**src/rtl/mux_arb_pkg.sv**
```systemverilog
`default_nettype none
// ============================================================================
//  Module   : mux_arb_pkg
//  Brief    : Shared state encoding and default widths for mux_rr_arbiter.
//  Revision : 1.0
// ============================================================================
package mux_arb_pkg;

  typedef enum logic [1:0] {
    IDLE   = 2'd0,
    GRANT0 = 2'd1,
    GRANT1 = 2'd2
  } arb_state_t;

  localparam int DATA_W_DEF    = 2;
  localparam int MAX_BURST_DEF = 8;

endpackage
`default_nettype wire

```
**src/rtl/mux2.sv**
```systemverilog
`default_nettype none
// ============================================================================
//  Module   : mux2
//  Brief    : Plain 2:1 data multiplexer (sel=0 -> d0, sel=1 -> d1).
//  Revision : 1.0
// ============================================================================
module mux2 #(
  parameter int W = 1
) (
  input  logic         sel,
  input  logic [W-1:0] d0,
  input  logic [W-1:0] d1,
  output logic [W-1:0] y
);

  assign y = sel ? d1 : d0;

endmodule
`default_nettype wire

```
**src/rtl/rr_pick2.sv**
```systemverilog
`default_nettype none
// ============================================================================
//  Module   : rr_pick2
//  Brief    : Two-way round-robin pick; rr_ptr breaks ties when both request.
//  Revision : 1.0
// ============================================================================
module rr_pick2 (
  input  logic req0,
  input  logic req1,
  input  logic rr_ptr,
  output logic winner,
  output logic win_valid
);

  always_comb begin
    win_valid = req0 | req1;
    // A lone requester always wins; with no request the index is don't-care.
    if (req0 && req1) winner = rr_ptr;
    else              winner = req1;
  end

endmodule
`default_nettype wire

```
**src/rtl/mux_rr_arbiter.sv**
```systemverilog
`default_nettype none
// ============================================================================
//  Module   : mux_rr_arbiter
//  Brief    : Packet-granular round-robin arbiter sharing a 2:1 mux channel,
//             with a registered output stage. Optional counters under
//             MUX_RR_ARBITER_STATS_EN.
//  Revision : 1.0
// ============================================================================
module mux_rr_arbiter
  import mux_arb_pkg::*;
#(
  parameter int DATA_W    = DATA_W_DEF,
  parameter int MAX_BURST = MAX_BURST_DEF,
  parameter int CNT_W     = 16
) (
  input  logic              clk,
  input  logic              resetn,
  input  logic              in0_valid,
  input  logic [DATA_W-1:0] in0_data,
  input  logic              in0_last,
  output logic              in0_ready,
  input  logic              in1_valid,
  input  logic [DATA_W-1:0] in1_data,
  input  logic              in1_last,
  output logic              in1_ready,
  output logic              out_valid,
  output logic [DATA_W-1:0] out_data,
  output logic              out_last,
  input  logic              out_ready,
  output logic              sel,
  output logic              busy
`ifdef MUX_RR_ARBITER_STATS_EN
  ,
  output logic [CNT_W-1:0]  grant0_cnt,
  output logic [CNT_W-1:0]  grant1_cnt,
  output logic [CNT_W-1:0]  stall_cnt
`endif
);

  localparam int BCNT_W = (MAX_BURST > 1) ? $clog2(MAX_BURST) : 1;

  if (MAX_BURST < 1 || CNT_W < 1) begin : g_param_check
    $error("mux_rr_arbiter: MAX_BURST and CNT_W must be at least 1");
  end

  arb_state_t        r_state;
  logic              r_rr_ptr;
  logic [BCNT_W-1:0] r_beat_cnt;

  logic              w_can_load;
  logic              w_acc;
  logic              w_burst_end;
  logic              w_release;
  logic              w_win;
  logic              w_win_valid;
  logic [DATA_W:0]   w_mux_beat;

  // Ready is gated by resetn so it is low during reset even before state clears.
  assign w_can_load = !out_valid || out_ready;
  assign in0_ready  = resetn && (r_state == GRANT0) && w_can_load;
  assign in1_ready  = resetn && (r_state == GRANT1) && w_can_load;

  assign w_acc       = (in0_valid && in0_ready) || (in1_valid && in1_ready);
  assign w_burst_end = (r_beat_cnt == BCNT_W'(MAX_BURST - 1));
  assign w_release   = w_acc && (w_mux_beat[DATA_W] || w_burst_end);

  rr_pick2 u_pick (
    .req0      (in0_valid),
    .req1      (in1_valid),
    .rr_ptr    (r_rr_ptr),
    .winner    (w_win),
    .win_valid (w_win_valid)
  );

  mux2 #(.W(DATA_W + 1)) u_mux (
    .sel (sel),
    .d0  ({in0_last, in0_data}),
    .d1  ({in1_last, in1_data}),
    .y   (w_mux_beat)
  );

  always_ff @(posedge clk) begin
    if (!resetn) begin
      r_state    <= IDLE;
      r_rr_ptr   <= 1'b0;
      r_beat_cnt <= '0;
      out_valid  <= 1'b0;
      out_data   <= '0;
      out_last   <= 1'b0;
      sel        <= 1'b0;
      busy       <= 1'b0;
    end else begin
      if (w_acc) begin
        out_valid <= 1'b1;
        out_data  <= w_mux_beat[DATA_W-1:0];
        out_last  <= w_mux_beat[DATA_W] || w_burst_end;
      end else if (out_ready) begin
        out_valid <= 1'b0;
      end

      case (r_state)
        IDLE: begin
          if (w_win_valid) begin
            r_state <= w_win ? GRANT1 : GRANT0;
            sel     <= w_win;
            busy    <= 1'b1;
          end
        end
        GRANT0, GRANT1: begin
          if (w_release) begin
            r_state    <= IDLE;
            busy       <= 1'b0;
            r_beat_cnt <= '0;
            r_rr_ptr   <= (r_state == GRANT0);
          end else if (w_acc) begin
            r_beat_cnt <= r_beat_cnt + 1'b1;
          end
        end
        default: begin
          r_state <= IDLE;
          busy    <= 1'b0;
        end
      endcase
    end
  end

`ifdef MUX_RR_ARBITER_STATS_EN
  logic w_idle_grant;
  assign w_idle_grant = (r_state == IDLE) && w_win_valid;

  always_ff @(posedge clk) begin
    if (!resetn) begin
      grant0_cnt <= '0;
      grant1_cnt <= '0;
      stall_cnt  <= '0;
    end else begin
      if (w_idle_grant && !w_win && grant0_cnt != '1) grant0_cnt <= grant0_cnt + 1'b1;
      if (w_idle_grant &&  w_win && grant1_cnt != '1) grant1_cnt <= grant1_cnt + 1'b1;
      if (out_valid && !out_ready && stall_cnt != '1)  stall_cnt  <= stall_cnt + 1'b1;
    end
  end
`endif

endmodule
`default_nettype wire

```
**config.mk**
```make
export PLATFORM = sky130hd
export DESIGN_NAME = mux_rr_arbiter
export DESIGN_NICKNAME = d
export VERILOG_FILES = /design/src/rtl/mux_arb_pkg.sv /design/src/rtl/mux2.sv /design/src/rtl/rr_pick2.sv /design/src/rtl/mux_rr_arbiter.sv
export SDC_FILE = /design/constraint.sdc
export NUM_CORES = 1
export LEC_CHECK = 0
export CORE_UTILIZATION = 35
export DETAILED_ROUTE_END_ITERATION = 8
export DONT_BUFFER_PORTS = 1
export GPL_ROUTABILITY_DRIVEN = 0
export PLACE_DENSITY = 0.61
export SKIP_CTS_REPAIR_TIMING = 1
export SLEW_MARGIN = 40
export SYNTH_ARGS = -nofsm -noshare
export SYNTH_HDL_FRONTEND = slang
export SYNTH_SLANG_ARGS = --single-unit
```
**constraint.sdc**
```tcl
create_clock -name clk -period 2.3 [get_ports clk]
set_input_delay 0.46 -clock clk [delete_from_list [all_inputs] [get_ports clk]]
set_output_delay 0.46 -clock clk [all_outputs]
set_load 0.05 [all_outputs]
```
# After elaboration in Yosys (flattened, before gate mapping)
# Index checks and enable logic that the tools add are counted.
[classes]
add_sub_neg = 1
n_eq_ne = 5
muxes = 13
bitwise = 1
reduce_logical = 20
[op_table]
columns = ["operator", "n"]
rows = [
  ["3-bit two-way mux", 3],
  ["1-bit logical AND", 8],
  ["2-bit AND reduction", 4],
  ["2-bit two-way mux", 3],
  ["1-bit two-way mux", 5],
  ["2-bit one-hot mux with 2 select lines", 1],
  ["2-bit nonzero test", 2],
  ["3-bit by 1-bit adder with 3-bit output (second input constant)", 1],
  ["3-bit == test (second input constant)", 1],
  ["1-bit logical OR", 3],
  ["2-bit by 1-bit == test with 1-bit output (second input constant)", 1],
  ["2-bit == test (second input constant)", 1],
  ["2-bit zero test", 1],
  ["2-bit by 1-bit != test with 1-bit output (second input constant)", 1],
  ["2-bit != test (second input constant)", 1],
  ["1-bit one-hot mux with 2 select lines", 1],
  ["2-bit OR reduction", 1],
  ["1-bit zero test", 1],
  ["1-bit bitwise OR", 1],
]
[totals]
regBits = 12
in_bits = 11
output_inout_bits = 8
wordCells = 48

# Longest topological paths before layout
# Gate-level depths: netlist (run 1).
[logic_depth]
ltp_word = 8
mapped_depth = 7
mapped_depth_nobuf = 6

# By module
# Synthesis (run 1) repeated with hierarchy kept, for this count alone.
[hier_totals]
hier_cells = 76
area_unflattened_um2 = 671.9
[modules_own_cells]
columns = ["mod", "n_inst", "cells_each", "area_each_um2"]
rows = [
  ["mux_rr_arbiter", 1, 70, 620.6],
  ["mux2", 1, 3, 33.8],
  ["rr_pick2", 1, 3, 17.5],
]

# Worst setup path before layout (run 1)
# No wires, ideal clock.
[synth_path]
path_kind = "input-to-output"
startpoint = "input port resetn"
endpoint = "output port in0_ready"
t_arrival_ps = 1347
required_ps = 1840
slack_ps = 493
stages = 3
path_buffers = 2
path_cell_list = "buf_2 > clkbuf_1 > and3_1"
[synth_between]
elab_chain_cells = 2
[synth_lines]
columns = ["item", "line_no", "text"]
rows = [
  ["start, declared", "mux_rr_arbiter.sv:17", "input logic resetn,"],
  ["1-bit logical AND (2 in series)", "mux_rr_arbiter.sv:60", "assign in0_ready = resetn && (r_state == GRANT0) && w_can_load;"],
  ["end, declared", "mux_rr_arbiter.sv:21", "output logic in0_ready,"],
]
# Every way passes these cells.

# Final worst setup path (run 1)
[layout_path]
startpoint = "register out_valid"
endpoint = "output port in0_ready"
[layout_between]
elab_chain_cells = 3
[layout_lines]
columns = ["item", "line_no", "text"]
rows = [
  ["start, declared", "mux_rr_arbiter.sv:26", "output logic out_valid,"],
  ["start signal, assigned", "mux_rr_arbiter.sv:87", "out_valid <= 1'b0;"],
  ["start signal, assigned", "mux_rr_arbiter.sv:94", "out_valid <= 1'b1;"],
  ["start signal, assigned", "mux_rr_arbiter.sv:98", "out_valid <= 1'b0;"],
  ["1-bit zero test", "mux_rr_arbiter.sv:59", "assign w_can_load = !out_valid || out_ready;"],
  ["1-bit logical OR", "mux_rr_arbiter.sv:59", ""],
  ["1-bit logical AND", "mux_rr_arbiter.sv:60", ""],
]
# Every way passes these cells.

==> results of run 1 <==
==> worst register-to-register path, delay by kind of cell (launching register included) <==
kind	cells	cell delay, ns
buffers and inverters	1	0.08
AOI/OAI and AO/OA	4	0.87
adders and majority gates	1	0.19
DFF	1	0.34
==> synth_stat cells, types with 3 or more instances <==
cell type,instances
dfxtp_1,12
nand2_1,8
ha_1,5
a21boi_0,4
inv_1,4
and3_1,3
o211a_1,3
==> area by class of cell <==
type                            instances  area (um2)
Multi-Input combinational cell         49       372.9
Sequential cell                        12       240.2
Fill cell                             180        1030
Inverter                                4       15.01
Timing Repair Buffer                    2       15.01
Tap cell                               25       31.28
Clock buffer                            3       22.52
==> flip-flops by register name, summed over array words and instances (netlist names) <==
register    count
sel             1
r_state         2
r_beat_cnt      3
r_rr_ptr        1
out_data        2
busy            1
out_valid       1
out_last        1
==> cell families after synthesis <==
kind of cell	after synthesis
AND/OR/NAND/NOR	21
flip-flops	12
adder cells (fa/ha/maj)	5
AO/OA/AOI/OAI	20
buffers and inverters	7
multiplexers	3
==> worst max path at each step <==
stage | endpoint | slack, ns | depth (start not counted)
floorplan | in0_ready | 0.49 | 3
global placement | in0_ready | 0.72 | 2
detailed placement | in0_ready | 0.71 | 2
CTS | in0_ready | 0.41 | 3
global route | in1_ready | 0.35 | 3
finish | in0_ready | 0.42 | 3
==> power breakdown <==
part	switching (mW)	leakage, nW	internal [mW]
Sequential	0.0525	0.0977	0.230
Combinational	0.0873	0.205	0.0552
Clock	0.0660	0.0138	0.0605
Total	0.206	0.316	0.346
==> per-layer routing <==
metal,up-vias,routed length [um],track usage (%)
li1,257,-,-
met1,240,530,14.53
met3,2,63,8.400
met4,0,10,1.818
met2,7,580,19.71
met5,-,0,0
==> flow_metrics.env, run 1 <==
export IMPL_outcome="finished, final reports clean"
export IMPL_placed_area_um2=674.4
export IMPL_period_share_pct=81.55
export IMPL_vias=506
export IMPL_r2r_start="r_state[1]"
export IMPL_p_total_mw=0.5516
export IMPL_drt_initial_drc_count=9
export IMPL_insertion_delay_ns=0.27
export IMPL_place_inst=92
export IMPL_cp_max_fo=6
export IMPL_dp_worst_setup_slack_ns=0.7112
export IMPL_startpoint="out_valid"
export IMPL_rr_endpoint="r_state[1]"
export IMPL_synthArstFlopShare_pct=0
export IMPL_min_period_ns=1.876
export IMPL_tightest_slew_ns=0.5093
export IMPL_fin_skew_ns=0.003747
export IMPL_ys_ff_latch=12
export IMPL_synthCells=68
export IMPL_drtPass1Iterations=4
export IMPL_die_h_um=44.78
export IMPL_antenna_found_initial=0
export IMPL_max_freq_ghz=0.5331
export IMPL_cts_clk_slew_worst_paths_ns=0.07
export IMPL_rsz0062_at_grt="false"
export IMPL_cp_arrival_ns=1.42
export IMPL_synth_top_flop_cell="dfxtp_1"
export IMPL_cp_required_ns=1.84
export IMPL_crit_buf_inv=1
export IMPL_critPathSlowestCell="and3_1"
export IMPL_drive_gt1_share_pct=10.00
export IMPL_cpPeakStageDelay_ns=0.50
export IMPL_setup_viol=0
export IMPL_cts_path_max_buffers=2
export IMPL_insertedDiodeCount=0
export IMPL_vias_per_cell=5.326
export IMPL_rows=15
export IMPL_io_buffers=0
export IMPL_synth_warnings=0
export IMPL_synth_largest_area_cell="dfxtp_1"
export IMPL_peakVddDrop_uv=384.3
export IMPL_fin_ws_ns=0.4243
export IMPL_min_path_type="input port to register"
export IMPL_coreArea_um2=1727
export IMPL_min_to="out_valid"
export IMPL_wl_per_cell_um=12.47
export IMPL_numCtsBuffers=3
export IMPL_grt_max_degree=19
export IMPL_whs_ns=0.3121
export IMPL_area_delta_synth_final_pct=8.789
export IMPL_synth_mux_area_share_pct=5.469
export IMPL_nets=88
export IMPL_holdCritStartpoint="resetn"
export IMPL_final_area_um2=696.9
export IMPL_timing_max_cap_violations=0
export IMPL_drt_wl_total_mm=1.185
export IMPL_final_common_cell="dfxtp_1"
export IMPL_hpwl_um=904.8
export IMPL_synth_area_leaders="dfxtp_1 (38%), ha_1 (9.8%), o211a_1 (4.7%), a21boi_0 (4.7%), nand2_1 (4.7%)"
export IMPL_synth_xor_area_share_pct=0
export IMPL_synth_cell_area_um2=640.6
export IMPL_grt_use_total_pct=12.54
export IMPL_yosysUniqueCellTypes=29
export IMPL_syn_area_per_cell_um2=9.421
export IMPL_synthSimpleGateAreaFrac_pct=16.99
export IMPL_grt_pass1_vias=394
export IMPL_dieArea_um2=2005
export IMPL_finalHoldViolations=0
export IMPL_start_kind="register"
export IMPL_endpoint_kind="output port"
export IMPL_ys_seq_area_share_pct=37.50
export IMPL_crit_chain="buf_4 -> nand2b_1 -> and3_1"
export IMPL_powerDensity_nw_per_um2=791.5
export IMPL_finalMaxSlewViolations=0
export IMPL_path_delay_family="simple AND/OR/NAND/NOR gates"
export IMPL_synth_top_area_share_pct=37.50
export IMPL_start_util_pct=37.10
export IMPL_layout_cells_non_filler=95
export IMPL_ant_nets=0
export IMPL_die_w_um=44.78
export IMPL_grt_ovfl_total=0
export IMPL_regToRegSetupSlack_ns=0.73
export IMPL_synth_fa_ha_area_share_pct=9.766
export IMPL_finalSetupTns_ns=0
export IMPL_layout_common_cells="dfxtp_1 (12), nand2_1 (8), ha_1 (5)"
export IMPL_cts_sinks=12
export IMPL_grt_pass1_wl_mm=1.759
export IMPL_power_leakage_nw=0.3160
export IMPL_slew_headroom_pct=66.00
export IMPL_synth_edf_count=0
export IMPL_reg2regPathDepth=6
export IMPL_cts_tree="built"
export IMPL_synth_compound_area_share_pct=25.98
export IMPL_ios=19
export IMPL_cts_htree_levels=1
export IMPL_synth_nets=84
export IMPL_fin_util_pct=40.36
export IMPL_cts_root_buf="clkbuf_4"
export IMPL_synth_top_family_by_area="compound AO/OA/AOI/OAI gates"
export IMPL_drcViolationCount=0
export IMPL_holdPathStages=1
export IMPL_worstSetupPathType="register to output port"
(Power assumes the default switching activity.)
==> run 2: changes to the inputs <==
--- a/config.mk
+++ b/config.mk
@@ -9,7 +9,7 @@
 export DETAILED_ROUTE_END_ITERATION = 8
 export DONT_BUFFER_PORTS = 1
 export GPL_ROUTABILITY_DRIVEN = 0
-export PLACE_DENSITY = 0.61
+export PLACE_DENSITY = 0.63
 export SKIP_CTS_REPAIR_TIMING = 1
 export SLEW_MARGIN = 40
 export SYNTH_ARGS = -nofsm -noshare
==> constraint.sdc (replaced) <==
create_clock -name clk -period 1.7 [get_ports clk]
set_input_delay 0.34 -clock clk [delete_from_list [all_inputs] [get_ports clk]]
set_output_delay 0.34 -clock clk [all_outputs]
set_load 0.05 [all_outputs]
==> run 2 against run 1 <==
Net effect: critical path depth increased by 1; sequential share of layout area fell by 1.4 points; sequential power rose by 35%; critical endpoint is now in1_ready; largest cell class unchanged; largest power group unchanged.
==> flow_metrics.env, run 2 (synthesized netlist as in run 1, its figures left out) <==
export IMPL_outcome="finished, final reports clean"
export IMPL_rows=15
export IMPL_cts_tree="built"
export IMPL_rr_endpoint="r_state[1]"
export IMPL_grt_ovfl_total=0
export IMPL_cpPeakStageDelay_ns=0.37
export IMPL_cts_htree_levels=1
export IMPL_insertion_delay_ns=0.28
export IMPL_layout_cells_non_filler=98
export IMPL_crit_chain="inv_1 -> ha_1 -> and3_1 -> buf_4"
export IMPL_path_delay_family="flip-flops"
export IMPL_top_register="r_beat_cnt"
export IMPL_setup_viol=0
export IMPL_ios=19
export IMPL_slew_headroom_pct=65.79
export IMPL_rsz0062_at_grt="false"
export IMPL_place_inst=94
export IMPL_p_seq_share_pct=47.0
export IMPL_start_util_pct=37.10
export IMPL_largest_register_ffs=3
export IMPL_holdPathStages=1
export IMPL_cts_path_max_buffers=2
export IMPL_p_int_mw=0.5213
export IMPL_reg2regPathDepth=6
export IMPL_antenna_found_initial=0
export IMPL_grt_max_degree=19
export IMPL_worstSetupPathType="register to output port"
export IMPL_vias=495
export IMPL_r2r_start="r_state[1]"
export IMPL_power_leakage_nw=0.3340
export IMPL_clkPwrFrac_pct=28.8
export IMPL_period_share_pct=93.73
export IMPL_tightest_slew_ns=0.5124
export IMPL_drive_gt1_share_pct=13.70
export IMPL_p_sw_mw=0.2916
export IMPL_area_delta_synth_final_pct=13.28
export IMPL_min_to="out_valid"
export IMPL_regToRegSetupSlack_ns=0.14
export IMPL_drcViolationCount=0
export IMPL_cts_root_buf="clkbuf_4"
export IMPL_cp_max_fo=3
export IMPL_grt_pass1_vias=451
export IMPL_peakVddDrop_uv=599.8
export IMPL_fin_util_pct=42.03
export IMPL_finalSetupTns_ns=0
export IMPL_grt_use_total_pct=12.71
export IMPL_die_w_um=44.78
export IMPL_cp_arrival_ns=1.25
export IMPL_min_path_type="input port to register"
export IMPL_placed_area_um2=689.4
export IMPL_finalMaxSlewViolations=0
export IMPL_powerDensity_nw_per_um2=1120
export IMPL_fin_skew_ns=0.005402
export IMPL_finalHoldViolations=0
export IMPL_sw_frac_of_total_pct=35.87
export IMPL_drt_initial_drc_count=4
export IMPL_cts_sinks=12
export IMPL_layout_common_cells="dfxtp_1 (12), nand2_1 (8), ha_1 (5)"
export IMPL_dieArea_um2=2005
export IMPL_holdCritStartpoint="resetn"
export IMPL_min_period_ns=1.593
export IMPL_wl_per_cell_um=11.84
export IMPL_io_buffers=0
export IMPL_ant_nets=0
export IMPL_coreArea_um2=1727
export IMPL_insertedDiodeCount=0
export IMPL_drt_wl_total_mm=1.160
export IMPL_hpwl_um=879.6
export IMPL_die_h_um=44.78
export IMPL_max_freq_ghz=0.6276
export IMPL_numCtsBuffers=3
export IMPL_pwr_share_comb_pct=24.3
export IMPL_reg_top3="r_beat_cnt: 3 flops, out_data: 2 flops, r_state: 2 flops"
export IMPL_vias_per_cell=5.051
export IMPL_cp_required_ns=1.36
export IMPL_crit_buf_inv=2
export IMPL_critPathSlowestCell="dfxtp_1"
export IMPL_timing_max_cap_violations=0
export IMPL_final_common_cell="dfxtp_1"
export IMPL_grt_pass1_wl_mm=1.800
export IMPL_endpoint_kind="output port"
export IMPL_nets=90
export IMPL_start_kind="register"
export IMPL_final_area_um2=725.7
export IMPL_cts_clk_slew_worst_paths_ns=0.08
export IMPL_drtPass1Iterations=3
run 2: routing by layer:
metal / part of all wire, % / up-vias / track usage [%]
li1: - / 258 / -
met1: 46 / 225 / 14.78
met2: 48 / 8 / 19.12
met3: 4.2 / 4 / 4.800
met4: 2.0 / 0 / 9.091
met5: 0 / - / 0
run 2: power groups by stage:
stage,Sequential [mW],Clock (mW),Combinational (mW)
2_1_floorplan,0.407,0,0.144
3_3_place_gp,0.389,0,0.196
3_5_place_dp,0.388,0,0.200
4_1_cts,0.382,0.243,0.199
5_1_grt,0.386,0.253,0.215
6_report,0.382,0.234,0.197
run 2: worst reg2reg max path, stage by stage (launching register included):
cell and delay [ns]:
dfxtp_1 0.33, inv_1 0.07, ha_1 0.18, a22o_1 0.23, o2111ai_2 0.17, a31o_1 0.28
a22o_1 0.19
run 2: worst max-delay path by stage:
| stage | startpoint | endpoint | slack (ns) | cells after the start |
|---|---|---|---|---|
| final | r_state[0] | in1_ready | 0.11 | 4 |
| after global placement | r_state[0] | r_state[1] | 0.21 | 6 |
| after detailed placement | r_state[1] | r_state[1] | 0.14 | 6 |
| after global routing | r_state[0] | in1_ready | 0.05 | 4 |
| after floorplan | sel | r_state[1] | 0.005 | 4 |
| after CTS | r_state[0] | in1_ready | 0.1 | 4 |
run 2: per-stage QoR:
step           power (mW)  worst slack, ns  hold slack (ns)
5_1_grt            0.8540          0.04954           0.1719
4_1_cts            0.8242          0.09895           0.1753
3_3_place_gp       0.5848           0.2128           0.4524
6_report           0.8128           0.1066           0.1786
3_5_place_dp       0.5881           0.1417           0.4601
2_1_floorplan      0.5506         0.005189           0.4447
run 2: final cells by class:
cell class,instances,area (um2)
tap,25,31.28
timing repair buffer,4,30.03
sequential,12,240.2
multi-input combinational,49,372.9
inverter,4,15.01
clock buffer,4,36.28
fill,180,1001
==> run 3: changes to the inputs <==
--- a/config.mk
+++ b/config.mk
@@ -5,11 +5,13 @@
 export SDC_FILE = /design/constraint.sdc
 export NUM_CORES = 1
 export LEC_CHECK = 0
+export CORE_MARGIN = 3
 export CORE_UTILIZATION = 35
 export DETAILED_ROUTE_END_ITERATION = 8
 export DONT_BUFFER_PORTS = 1
 export GPL_ROUTABILITY_DRIVEN = 0
 export PLACE_DENSITY = 0.63
+export REMOVE_ABC_BUFFERS = 1
 export SKIP_CTS_REPAIR_TIMING = 1
 export SLEW_MARGIN = 40
 export SYNTH_ARGS = -nofsm -noshare
==> run 3 against run 2 <==
Net effect: register-to-register slack barely moved; critical path depth did not move; total power fell by 0.78%; critical path type unchanged; core utilization rose by 2.9 points; sequential power barely moved; largest power group unchanged.
==> flow_metrics.env, run 3 (synthesized netlist as in run 1, its figures left out) <==
export IMPL_place_inst=93
export IMPL_r2r_start="r_state[1]"
export IMPL_peakVddDrop_uv=820.6
export IMPL_cts_clk_slew_worst_paths_ns=0.08
export IMPL_layout_cells_non_filler=97
export IMPL_area_delta_synth_final_pct=13.09
export IMPL_grt_use_total_pct=11.36
export IMPL_wl_per_cell_um=13.39
export IMPL_timing_max_cap_violations=0
export IMPL_drt_wl_total_mm=1.299
export IMPL_cts_tree="built"
export IMPL_numCtsBuffers=3
export IMPL_tightest_slew_ns=0.5255
export IMPL_placed_area_um2=688.2
export IMPL_largest_register_ffs=3
export IMPL_top_register="r_beat_cnt"
export IMPL_outcome="finished, final reports clean"
export IMPL_crit_buf_inv=2
export IMPL_met1_usage_pct=13.62
export IMPL_start_util_pct=39.75
export IMPL_finalMaxSlewViolations=0
export IMPL_nets=90
export IMPL_grt_ovfl_total=0
export IMPL_vias=508
export IMPL_worstSetupPathType="register to output port"
export IMPL_grt_pass1_wl_mm=2.187
export IMPL_reg2regPathDepth=6
export IMPL_rows=14
export IMPL_cts_path_max_buffers=2
export IMPL_ant_nets=0
export IMPL_grt_pass1_vias=484
export IMPL_ios=19
export IMPL_insertion_delay_ns=0.26
export IMPL_drtPass1Iterations=3
export IMPL_slew_headroom_pct=64.92
export IMPL_start_kind="register"
export IMPL_coreArea_um2=1612
export IMPL_regToRegSetupSlack_ns=0.13
export IMPL_critPathSlowestCell="dfxtp_1"
export IMPL_finalSetupTns_ns=0
export IMPL_min_to="out_valid"
export IMPL_die_w_um=48.78
export IMPL_layout_common_cells="dfxtp_1 (12), nand2_1 (8), ha_1 (5)"
export IMPL_rr_endpoint="r_state[1]"
export IMPL_fin_skew_ns=0.002468
export IMPL_endpoint_kind="output port"
export IMPL_vias_per_cell=5.237
export IMPL_min_path_type="input port to register"
export IMPL_final_common_cell="dfxtp_1"
export IMPL_period_share_pct=93.15
export IMPL_reg_top3="r_beat_cnt: 3 flops, out_data: 2 flops, r_state: 2 flops"
export IMPL_insertedDiodeCount=0
export IMPL_cts_sinks=12
export IMPL_min_period_ns=1.583
export IMPL_finalHoldViolations=0
export IMPL_path_delay_family="flip-flops"
export IMPL_crit_chain="inv_1 -> ha_1 -> and3_1 -> buf_4"
export IMPL_hpwl_mm=1.020
export IMPL_cp_arrival_ns=1.24
export IMPL_cts_root_buf="clkbuf_4"
export IMPL_final_area_um2=724.4
export IMPL_holdPathStages=1
export IMPL_grt_max_degree=19
export IMPL_use_met2_pct=18.10
export IMPL_rsz0062_at_grt="false"
export IMPL_grt_util_met3_pct=5.199
export IMPL_powerDensity_nw_per_um2=1113
export IMPL_cts_htree_levels=1
export IMPL_cp_required_ns=1.36
export IMPL_whs_ns=0.1904
export IMPL_drcViolationCount=0
export IMPL_setup_viol=0
export IMPL_die_h_um=48.78
export IMPL_max_freq_ghz=0.6315
export IMPL_holdCritStartpoint="resetn"
export IMPL_power_leakage_nw=0.3340
export IMPL_drt_initial_drc_count=12
export IMPL_num_fill_cells=166
export IMPL_drive_gt1_share_pct=13.70
export IMPL_cpPeakStageDelay_ns=0.36
export IMPL_cp_max_fo=3
export IMPL_antenna_found_initial=0
export IMPL_dieArea_um2=2379
export IMPL_p_total_mw=0.8065
export IMPL_globalRoute_busiestLayer="met2"
export IMPL_io_buffers=0
run 3: cell counts in the layout (fill, tap and decap cells not counted):
No cell type changed its count.
run 3: metrics by stage:
step                worst slack [ns]  utilization (%)
floorplan                   0.005189                -
global placement              0.2193            42.70
detailed placement            0.1503            42.70
CTS                           0.1018            44.95
global route                 0.01034            44.95
finish                        0.1165            44.95
run 3: cell type report:
type	count	area [um2]	area share (%)
multi-input combinational	49	372.9	51.47
sequential	12	240.2	33.16
clock buffer	4	36.28	5.009
timing repair buffer	4	30.03	4.145
tap	24	30.03	4.145
inverter	4	15.01	2.073
run 3: how the worst max path moves through the flow:
stage / from / end / depth (start not counted)
2_1_floorplan: sel / r_state[1] / 4
3_3_place_gp: r_state[1] / r_state[1] / 6
3_5_place_dp: r_state[1] / busy / 6
4_1_cts: r_state[1] / in0_ready / 4
5_1_grt: r_state[0] / in1_ready / 4
6_report: r_state[1] / in0_ready / 4
run 3: layer usage:
metal  share of wire [%]  up-vias  wire length (um)
li1                    -      260                 -
met1                  44      239               568
met2                  51        9               660
met3                 5.5        0                71
met4                   0        0                 0
met5                   0        -                 0
run 3: power by group:
part	switching (mW)	internal [mW]
clock	0.0916	0.130
combinational	0.122	0.0806
sequential	0.0715	0.311
